### src/rtl/messbauer_scan_sequencer_if.sv
// Signal bundle between the Messbauer scan sequencer and its environment
// (run control, discriminator generator handshake, scan timing outputs).
interface messbauer_scan_sequencer_if;
    logic        run;
    logic        gen_done;
    logic        start;
    logic        channel;
    logic [9:0]  channel_index;
    logic        gen_request;
    logic        busy;
    logic        done;
    logic        overrun;
    logic [15:0] scan_count;

    modport master (
        input  run,
        input  gen_done,
        output start,
        output channel,
        output channel_index,
        output gen_request,
        output busy,
        output done,
        output overrun,
        output scan_count
    );

    modport slave (
        output run,
        output gen_done,
        input  start,
        input  channel,
        input  channel_index,
        input  gen_request,
        input  busy,
        input  done,
        input  overrun,
        input  scan_count
    );
endinterface

### src/rtl/messbauer_scan_sequencer.sv
// Master timing controller for the Messbauer spectrum scan: steps velocity
// channels, emits start/channel pulses and supervises one generator burst per channel.
module messbauer_scan_sequencer #(
    parameter int CHANNEL_NUMBER      = 512,
    parameter int CHANNEL_DWELL       = 2000,
    parameter int CHANNEL_PULSE_WIDTH = 2,
    parameter int START_PULSE_WIDTH   = 4,
    parameter int SCAN_CYCLES         = 0
) (
    input  logic                        aclk,
    input  logic                        areset_n,
    messbauer_scan_sequencer_if.master  bus
);

    localparam logic [15:0] DWELL_LAST   = 16'(CHANNEL_DWELL - 1);
    localparam logic [15:0] CH_PULSE     = 16'(CHANNEL_PULSE_WIDTH);
    localparam logic [15:0] ST_PULSE     = 16'(START_PULSE_WIDTH);
    localparam logic [9:0]  LAST_CHANNEL = 10'(CHANNEL_NUMBER - 1);
    localparam logic [15:0] SCAN_LIMIT   = 16'(SCAN_CYCLES);
    localparam bit          FREE_RUN     = (SCAN_CYCLES == 0);

    typedef enum logic [1:0] {
        IDLE  = 2'd0,
        PULSE = 2'd1,
        DWELL = 2'd2,
        DONE  = 2'd3
    } state_t;

    state_t      state_q,      state_d;
    logic [15:0] dwell_q,      dwell_d;
    logic [9:0]  index_q,      index_d;
    logic        start_q,      start_d;
    logic        channel_q,    channel_d;
    logic        request_q,    request_d;
    logic        busy_q,       busy_d;
    logic        done_q,       done_d;
    logic        overrun_q,    overrun_d;
    logic [15:0] scan_count_q, scan_count_d;

    logic [15:0] dwell_inc;
    logic [15:0] scan_inc;
    logic        window_end;
    logic        launch;
    logic [9:0]  launch_index;

    // NOTE: sequential state uses non-blocking assignments only; the async
    // reset clears every output so the bus drops to 0 the instant areset_n falls.
    always_ff @(posedge aclk or negedge areset_n) begin
        if (!areset_n) begin
            state_q      <= IDLE;
            dwell_q      <= '0;
            index_q      <= '0;
            start_q      <= 1'b0;
            channel_q    <= 1'b0;
            request_q    <= 1'b0;
            busy_q       <= 1'b0;
            done_q       <= 1'b0;
            overrun_q    <= 1'b0;
            scan_count_q <= '0;
        end else begin
            state_q      <= state_d;
            dwell_q      <= dwell_d;
            index_q      <= index_d;
            start_q      <= start_d;
            channel_q    <= channel_d;
            request_q    <= request_d;
            busy_q       <= busy_d;
            done_q       <= done_d;
            overrun_q    <= overrun_d;
            scan_count_q <= scan_count_d;
        end
    end

    // NOTE: every variable gets its hold value first so no path can infer a latch.
    always_comb begin
        state_d      = state_q;
        dwell_d      = dwell_q;
        index_d      = index_q;
        start_d      = start_q;
        channel_d    = channel_q;
        request_d    = request_q;
        busy_d       = busy_q;
        done_d       = done_q;
        overrun_d    = overrun_q;
        scan_count_d = scan_count_q;
        dwell_inc    = dwell_q + 16'd1;
        scan_inc     = scan_count_q + 16'd1;
        window_end   = (dwell_q == DWELL_LAST);
        launch       = 1'b0;
        launch_index = '0;

        unique case (state_q)
            IDLE: begin
                busy_d  = 1'b0;
                index_d = '0;
                if (bus.run) begin
                    launch       = 1'b1;
                    launch_index = '0;
                    overrun_d    = 1'b0;
                    scan_count_d = '0;
                end
            end

            PULSE, DWELL: begin
                dwell_d   = dwell_inc;
                channel_d = (dwell_inc < CH_PULSE);
                // start is timed from the channel-0 edge, so it may outlast PULSE
                start_d   = (index_q == 10'd0) && (dwell_inc < ST_PULSE);
                if (state_q == PULSE && dwell_inc >= CH_PULSE) begin
                    state_d = DWELL;
                end
                if (bus.gen_done) begin
                    request_d = 1'b0;
                end

                if (window_end) begin
                    // a gen_done on the very last cycle still counts as on time
                    if (request_q && !bus.gen_done) begin
                        overrun_d = 1'b1;
                    end
                    request_d = 1'b0;

                    if (!bus.run) begin
                        state_d   = IDLE;
                        index_d   = '0;
                        busy_d    = 1'b0;
                        dwell_d   = '0;
                        channel_d = 1'b0;
                        start_d   = 1'b0;
                    end else if (index_q < LAST_CHANNEL) begin
                        launch       = 1'b1;
                        launch_index = index_q + 10'd1;
                    end else begin
                        scan_count_d = scan_inc;
                        if (!FREE_RUN && scan_inc == SCAN_LIMIT) begin
                            state_d   = DONE;
                            done_d    = 1'b1;
                            busy_d    = 1'b0;
                            index_d   = '0;
                            dwell_d   = '0;
                            channel_d = 1'b0;
                            start_d   = 1'b0;
                        end else begin
                            launch       = 1'b1;
                            launch_index = '0;
                        end
                    end
                end
            end

            DONE: begin
                busy_d = 1'b0;
                if (!bus.run) begin
                    state_d = IDLE;
                    done_d  = 1'b0;
                end
            end

            default: begin
                state_d = IDLE;
            end
        endcase

        // channel launch shared by scan start, channel advance and scan wrap
        if (launch) begin
            state_d   = PULSE;
            index_d   = launch_index;
            dwell_d   = '0;
            channel_d = 1'b1;
            request_d = 1'b1;
            busy_d    = 1'b1;
            start_d   = (launch_index == 10'd0);
        end
    end

    assign bus.start         = start_q;
    assign bus.channel       = channel_q;
    assign bus.channel_index = index_q;
    assign bus.gen_request   = request_q;
    assign bus.busy          = busy_q;
    assign bus.done          = done_q;
    assign bus.overrun       = overrun_q;
    assign bus.scan_count    = scan_count_q;

endmodule
### src/flat_wrapper.sv
// flat-port wrapper written by rule: the top's interface ports become plain ports
module messbauer_scan_sequencer_flat 
#(
    parameter int CHANNEL_NUMBER      = 512,
    parameter int CHANNEL_DWELL       = 2000,
    parameter int CHANNEL_PULSE_WIDTH = 2,
    parameter int START_PULSE_WIDTH   = 4,
    parameter int SCAN_CYCLES         = 0
)
  (aclk, areset_n, bus_run, bus_gen_done, bus_start, bus_channel, bus_channel_index, bus_gen_request, bus_busy, bus_done, bus_overrun, bus_scan_count);
  messbauer_scan_sequencer_if bus_i ();
  input  logic aclk;
  input  logic areset_n;
  input wire logic [$bits(bus_i.run)-1:0] bus_run;
  input wire logic [$bits(bus_i.gen_done)-1:0] bus_gen_done;
  output wire logic [$bits(bus_i.start)-1:0] bus_start;
  output wire logic [$bits(bus_i.channel)-1:0] bus_channel;
  output wire logic [$bits(bus_i.channel_index)-1:0] bus_channel_index;
  output wire logic [$bits(bus_i.gen_request)-1:0] bus_gen_request;
  output wire logic [$bits(bus_i.busy)-1:0] bus_busy;
  output wire logic [$bits(bus_i.done)-1:0] bus_done;
  output wire logic [$bits(bus_i.overrun)-1:0] bus_overrun;
  output wire logic [$bits(bus_i.scan_count)-1:0] bus_scan_count;
  assign bus_i.run = bus_run;
  assign bus_i.gen_done = bus_gen_done;
  assign bus_start = bus_i.start;
  assign bus_channel = bus_i.channel;
  assign bus_channel_index = bus_i.channel_index;
  assign bus_gen_request = bus_i.gen_request;
  assign bus_busy = bus_i.busy;
  assign bus_done = bus_i.done;
  assign bus_overrun = bus_i.overrun;
  assign bus_scan_count = bus_i.scan_count;
  messbauer_scan_sequencer #(.CHANNEL_NUMBER(CHANNEL_NUMBER), .CHANNEL_DWELL(CHANNEL_DWELL), .CHANNEL_PULSE_WIDTH(CHANNEL_PULSE_WIDTH), .START_PULSE_WIDTH(START_PULSE_WIDTH), .SCAN_CYCLES(SCAN_CYCLES)) u_core (.aclk(aclk), .areset_n(areset_n), .bus(bus_i));
endmodule
### config.mk
export PLATFORM = sky130hd
export DESIGN_NAME = messbauer_scan_sequencer_flat
export DESIGN_NICKNAME = d
export VERILOG_FILES = /design/src/rtl/messbauer_scan_sequencer_if.sv /design/src/rtl/messbauer_scan_sequencer.sv /design/src/flat_wrapper.sv
export SDC_FILE = /design/constraint.sdc
export NUM_CORES = 1
export LEC_CHECK = 0
export CORE_UTILIZATION = 55
export CTS_BUF_LIST = sky130_fd_sc_hd__clkbuf_2 sky130_fd_sc_hd__clkbuf_4 sky130_fd_sc_hd__clkbuf_8
export DETAILED_ROUTE_END_ITERATION = 10
export PLACE_DENSITY = 0.86
export RECOVER_POWER = 100
export SYNTH_ARGS = -nofsm -noshare
export SYNTH_HDL_FRONTEND = slang
export SYNTH_SLANG_ARGS = --single-unit
### constraint.sdc
create_clock -name aclk -period 5.6 [get_ports aclk]
set_input_delay 1.12 -clock aclk [delete_from_list [all_inputs] [get_ports aclk]]
set_output_delay 1.12 -clock aclk [all_outputs]
set_load 0.03 [all_outputs]
==> flow_metrics.env <==
export IMPL_fin_skew_ns=0.01290
export IMPL_dieArea_um2=5801
export IMPL_p_seq_frac=0.351
export IMPL_clockRootBuffer="clkbuf_8"
export IMPL_track_usage=0.2532
export IMPL_clock_sinks=49
export IMPL_detail_route_vias_per_cell=6.238
export IMPL_slowest_stage="nor4_1"
export IMPL_violations="max-capacitance violations, max-slew violations"
export IMPL_core_region_area_um2=5205
export IMPL_post_route_period_util=0.6986
export IMPL_hold_class="flop to flop"
export IMPL_portBuffers=34
export IMPL_layout_common_cells="dfrtp_1 (49), o21ai_0 (40), nand2_1 (35), dlygate4sd3_1 (32), nor2_1 (28)"
export IMPL_pre_cts_slack_ns=2.200
export IMPL_dpl_cell_count=442
export IMPL_synth_nets=367
export IMPL_p_sw_uw=575.4
export IMPL_die_x_um=76.17
export IMPL_htreeDepth=2
export IMPL_max_slew_margin=-0.6781
export IMPL_intPower_uw=731.6
export IMPL_drive_gt1_frac=0.03684
export IMPL_cp_cell_sequence="ha_1 > nand4_1 > nor4_1 > a31oi_1 > or3_1 > or4_1 > a21oi_1"
export IMPL_wirelength_um=6805
export IMPL_rsz0062_at_grt="false"
export IMPL_synth_edf_count=0
export IMPL_synth_warnings=0
export IMPL_postCtsHoldBufs=0
export IMPL_postCtsResizedCells=0
export IMPL_routed_wl_met2_um=3192
export IMPL_first_pass_iters=4
export IMPL_ys_seq_elements=49
export IMPL_hold_slack_ns=0.4865
export IMPL_seq_area_frac_synth=0.4053
export IMPL_pin_count=36
export IMPL_powerDensity_nw_per_um2=377.9
export IMPL_netlist_area_um2=3025
export IMPL_syn_inst=354
export IMPL_synth_cell_types=55
export IMPL_slowest_delay_ns=0.98
export IMPL_synth_avg_cell_area_um2=8.546
export IMPL_hpwl_um=4658
export IMPL_finalNonFillerCells=450
export IMPL_grt_pass1_vias=2586
export IMPL_max_freq_mhz=255.6
export IMPL_rows=26
export IMPL_path_max_fanout=12
export IMPL_final_max_slew_viol_count=50
export IMPL_gp_congestion=0.8896
export IMPL_initial_utilization=0.5813
export IMPL_ir_drop_v=0.0002461
export IMPL_wl_met3_um=374
export IMPL_routed_via_count=2807
export IMPL_start_kind="flop"
export IMPL_antennaDiodeCount=0
export IMPL_grt_pass1_wl_um=11950
export IMPL_cts_tree="done"
export IMPL_post_cts_buffers=0
export IMPL_drc=0
export IMPL_leakage_nw=1.513
export IMPL_outcome="finished, violations left"
export IMPL_ant_nets=0
export IMPL_fin_crit_ns=3.912
export IMPL_final_common_cell="dfrtp_1"
export IMPL_synth_top_flop_cell="dfrtp_1"
export IMPL_nets=392
export IMPL_final_setup_viol_count=0
export IMPL_switching_share=0.4402
export IMPL_crit_required_ns=5.82
export IMPL_die_h_um=76.17
export IMPL_path_class="flop to flop"
export IMPL_drt_iter0_markers=210
export IMPL_worst_slew_pin_slew_ns=2.517
export IMPL_pwr_share_clk=0.199
export IMPL_cts_buffer_depth=2
export IMPL_clk_pin_slew_ns=0.09
export IMPL_async_reset_ff_frac=1.000
export IMPL_maxUsedRoutingLayer="met4"
export IMPL_cp_data_arrival_time_ns=4.14
export IMPL_combPwrFrac=0.451
export IMPL_clock_latency_ns=0.31
export IMPL_post_drt_wl_per_cell_um=15.12
export IMPL_fin_tns_setup_ns=0
export IMPL_numCtsBuffers=5
export IMPL_gr_total_overflow=0
export IMPL_syn2layout_area_growth_pct=14.31
export IMPL_max_cap_violations=1
export IMPL_crit_path_end_kind="flop"
export IMPL_wl_met1_um=3155
export IMPL_grt_max_degree=50
export IMPL_finalHoldViolations=0
export IMPL_fin_ws_ns=1.688
export IMPL_antenna_found_initial=0
## metrics by stage
| step | power, mW | utilization | cell area [um2] |
|---|---|---|---|
| floorplan | 0.8877 | - | 3025 |
| global placement | 1.040 | 0.6493 | 3379 |
| detailed placement | 1.059 | 0.6493 | 3379 |
| CTS | 1.328 | 0.6714 | 3495 |
| global route | 1.403 | 0.6644 | 3458 |
| finish | 1.307 | 0.6644 | 3458 |
## kinds of logic after synthesis
| kind of cell | count (synthesis) | synth area share |
|---|---|---|
| buffers and inverters | 28 | 0.03887 |
| AOI/OAI and AO/OA | 95 | 0.1964 |
| other | 1 | 0.001240 |
| xor gates and xnor gates | 14 | 0.04053 |
| muxes | 2 | 0.006617 |
| DFF | 49 | 0.4053 |
| and+or+nand+nor | 156 | 0.2738 |
| adders and majority gates | 9 | 0.03722 |
## cell type report
cell class              instances  area [um2]
repair buffers                 35       341.6
multi-input cells             277        1647
inverters                      11       41.29
clock inverters                 3       46.29
clock buffers                   5       68.82
well taps                      70       87.58
fillers                       422        1747
flip-flops and latches         49        1226
## per-layer routing
layer  GRT usage  up-vias
met5           0        -
met3     0.04910        9
met4     0.08269        0
li1            -     1357
met1      0.3429     1340
met2      0.4091      101
## synth_stat cells (2+ instances only)
cell type,instances,share of area
nand2b_1,4,0.0083
nor4b_1,2,0.0058
a21oi_1,15,0.025
a31o_2,2,0.0058
and2_1,2,0.0041
a21o_1,2,0.0050
nor3_1,9,0.015
xor2_1,6,0.017
mux2i_1,2,0.0066
and4_1,2,0.0058
nand4_1,14,0.029
nor2_1,28,0.035
inv_1,10,0.012
ha_1,9,0.037
clkbuf_1,14,0.017
nor2b_1,6,0.012
o21ai_1,3,0.0050
or3_1,6,0.012
or2_2,2,0.0041
or4_1,5,0.012
a31oi_1,6,0.012
and3_1,11,0.023
dfrtp_1,49,0.41
nor4_1,4,0.0083
nand3_1,20,0.033
a211oi_1,2,0.0050
o31ai_1,11,0.027
xnor2_1,8,0.023
o21ai_0,40,0.066
nand2_1,35,0.043
## sequential cells by signal, summed over array words and instances, names as in the netlist
register,count
u_core.bus.start,1
u_core.bus.overrun,1
u_core.bus.channel_index,10
u_core.bus.gen_request,1
u_core.dwell_q,16
u_core.bus.busy,1
u_core.state_q,2
u_core.bus.channel,1
u_core.bus.scan_count,16
## final timing paths
kind | startpoint | endpoint | slack [ns] | depth (start not counted)
min | u_core.bus.busy$_DFFE_PN0P_ | u_core.bus.busy$_DFFE_PN0P_ | 0.49 | 1
max | u_core.dwell_q[0]$_DFFE_PN0P_ | u_core.bus.scan_count[14]$_DFFE_PN0P_ | 1.69 | 7
min in group asynchronous | areset_n | u_core.bus.scan_count[3]$_DFFE_PN0P_ | 1.58 | 1
max reg2reg | u_core.dwell_q[0]$_DFFE_PN0P_ | u_core.bus.scan_count[14]$_DFFE_PN0P_ | 1.69 | 7
min reg2reg | u_core.bus.busy$_DFFE_PN0P_ | u_core.bus.busy$_DFFE_PN0P_ | 0.49 | 1
max in group asynchronous | areset_n | u_core.dwell_q[9]$_DFFE_PN0P_ | 2.60 | 1
## power groups by stage
stage	Sequential, mW	Clock, mW	Combinational (mW)
final	0.458	0.260	0.589
after floorplan	0.512	0	0.376
after detailed placement	0.466	0	0.594
after global placement	0.463	0	0.577
after CTS	0.458	0.266	0.604
after global routing	0.468	0.281	0.654
## critical path: cells and delay by family (launching register included)
| kind | cells | cell delay (ns) |
|---|---|---|
| compound gates | 2 | 0.65 |
| fa+ha+maj | 1 | 0.34 |
| flops | 1 | 0.48 |
| simple gates | 4 | 2.36 |
Power figures use the tool's default switching activity.
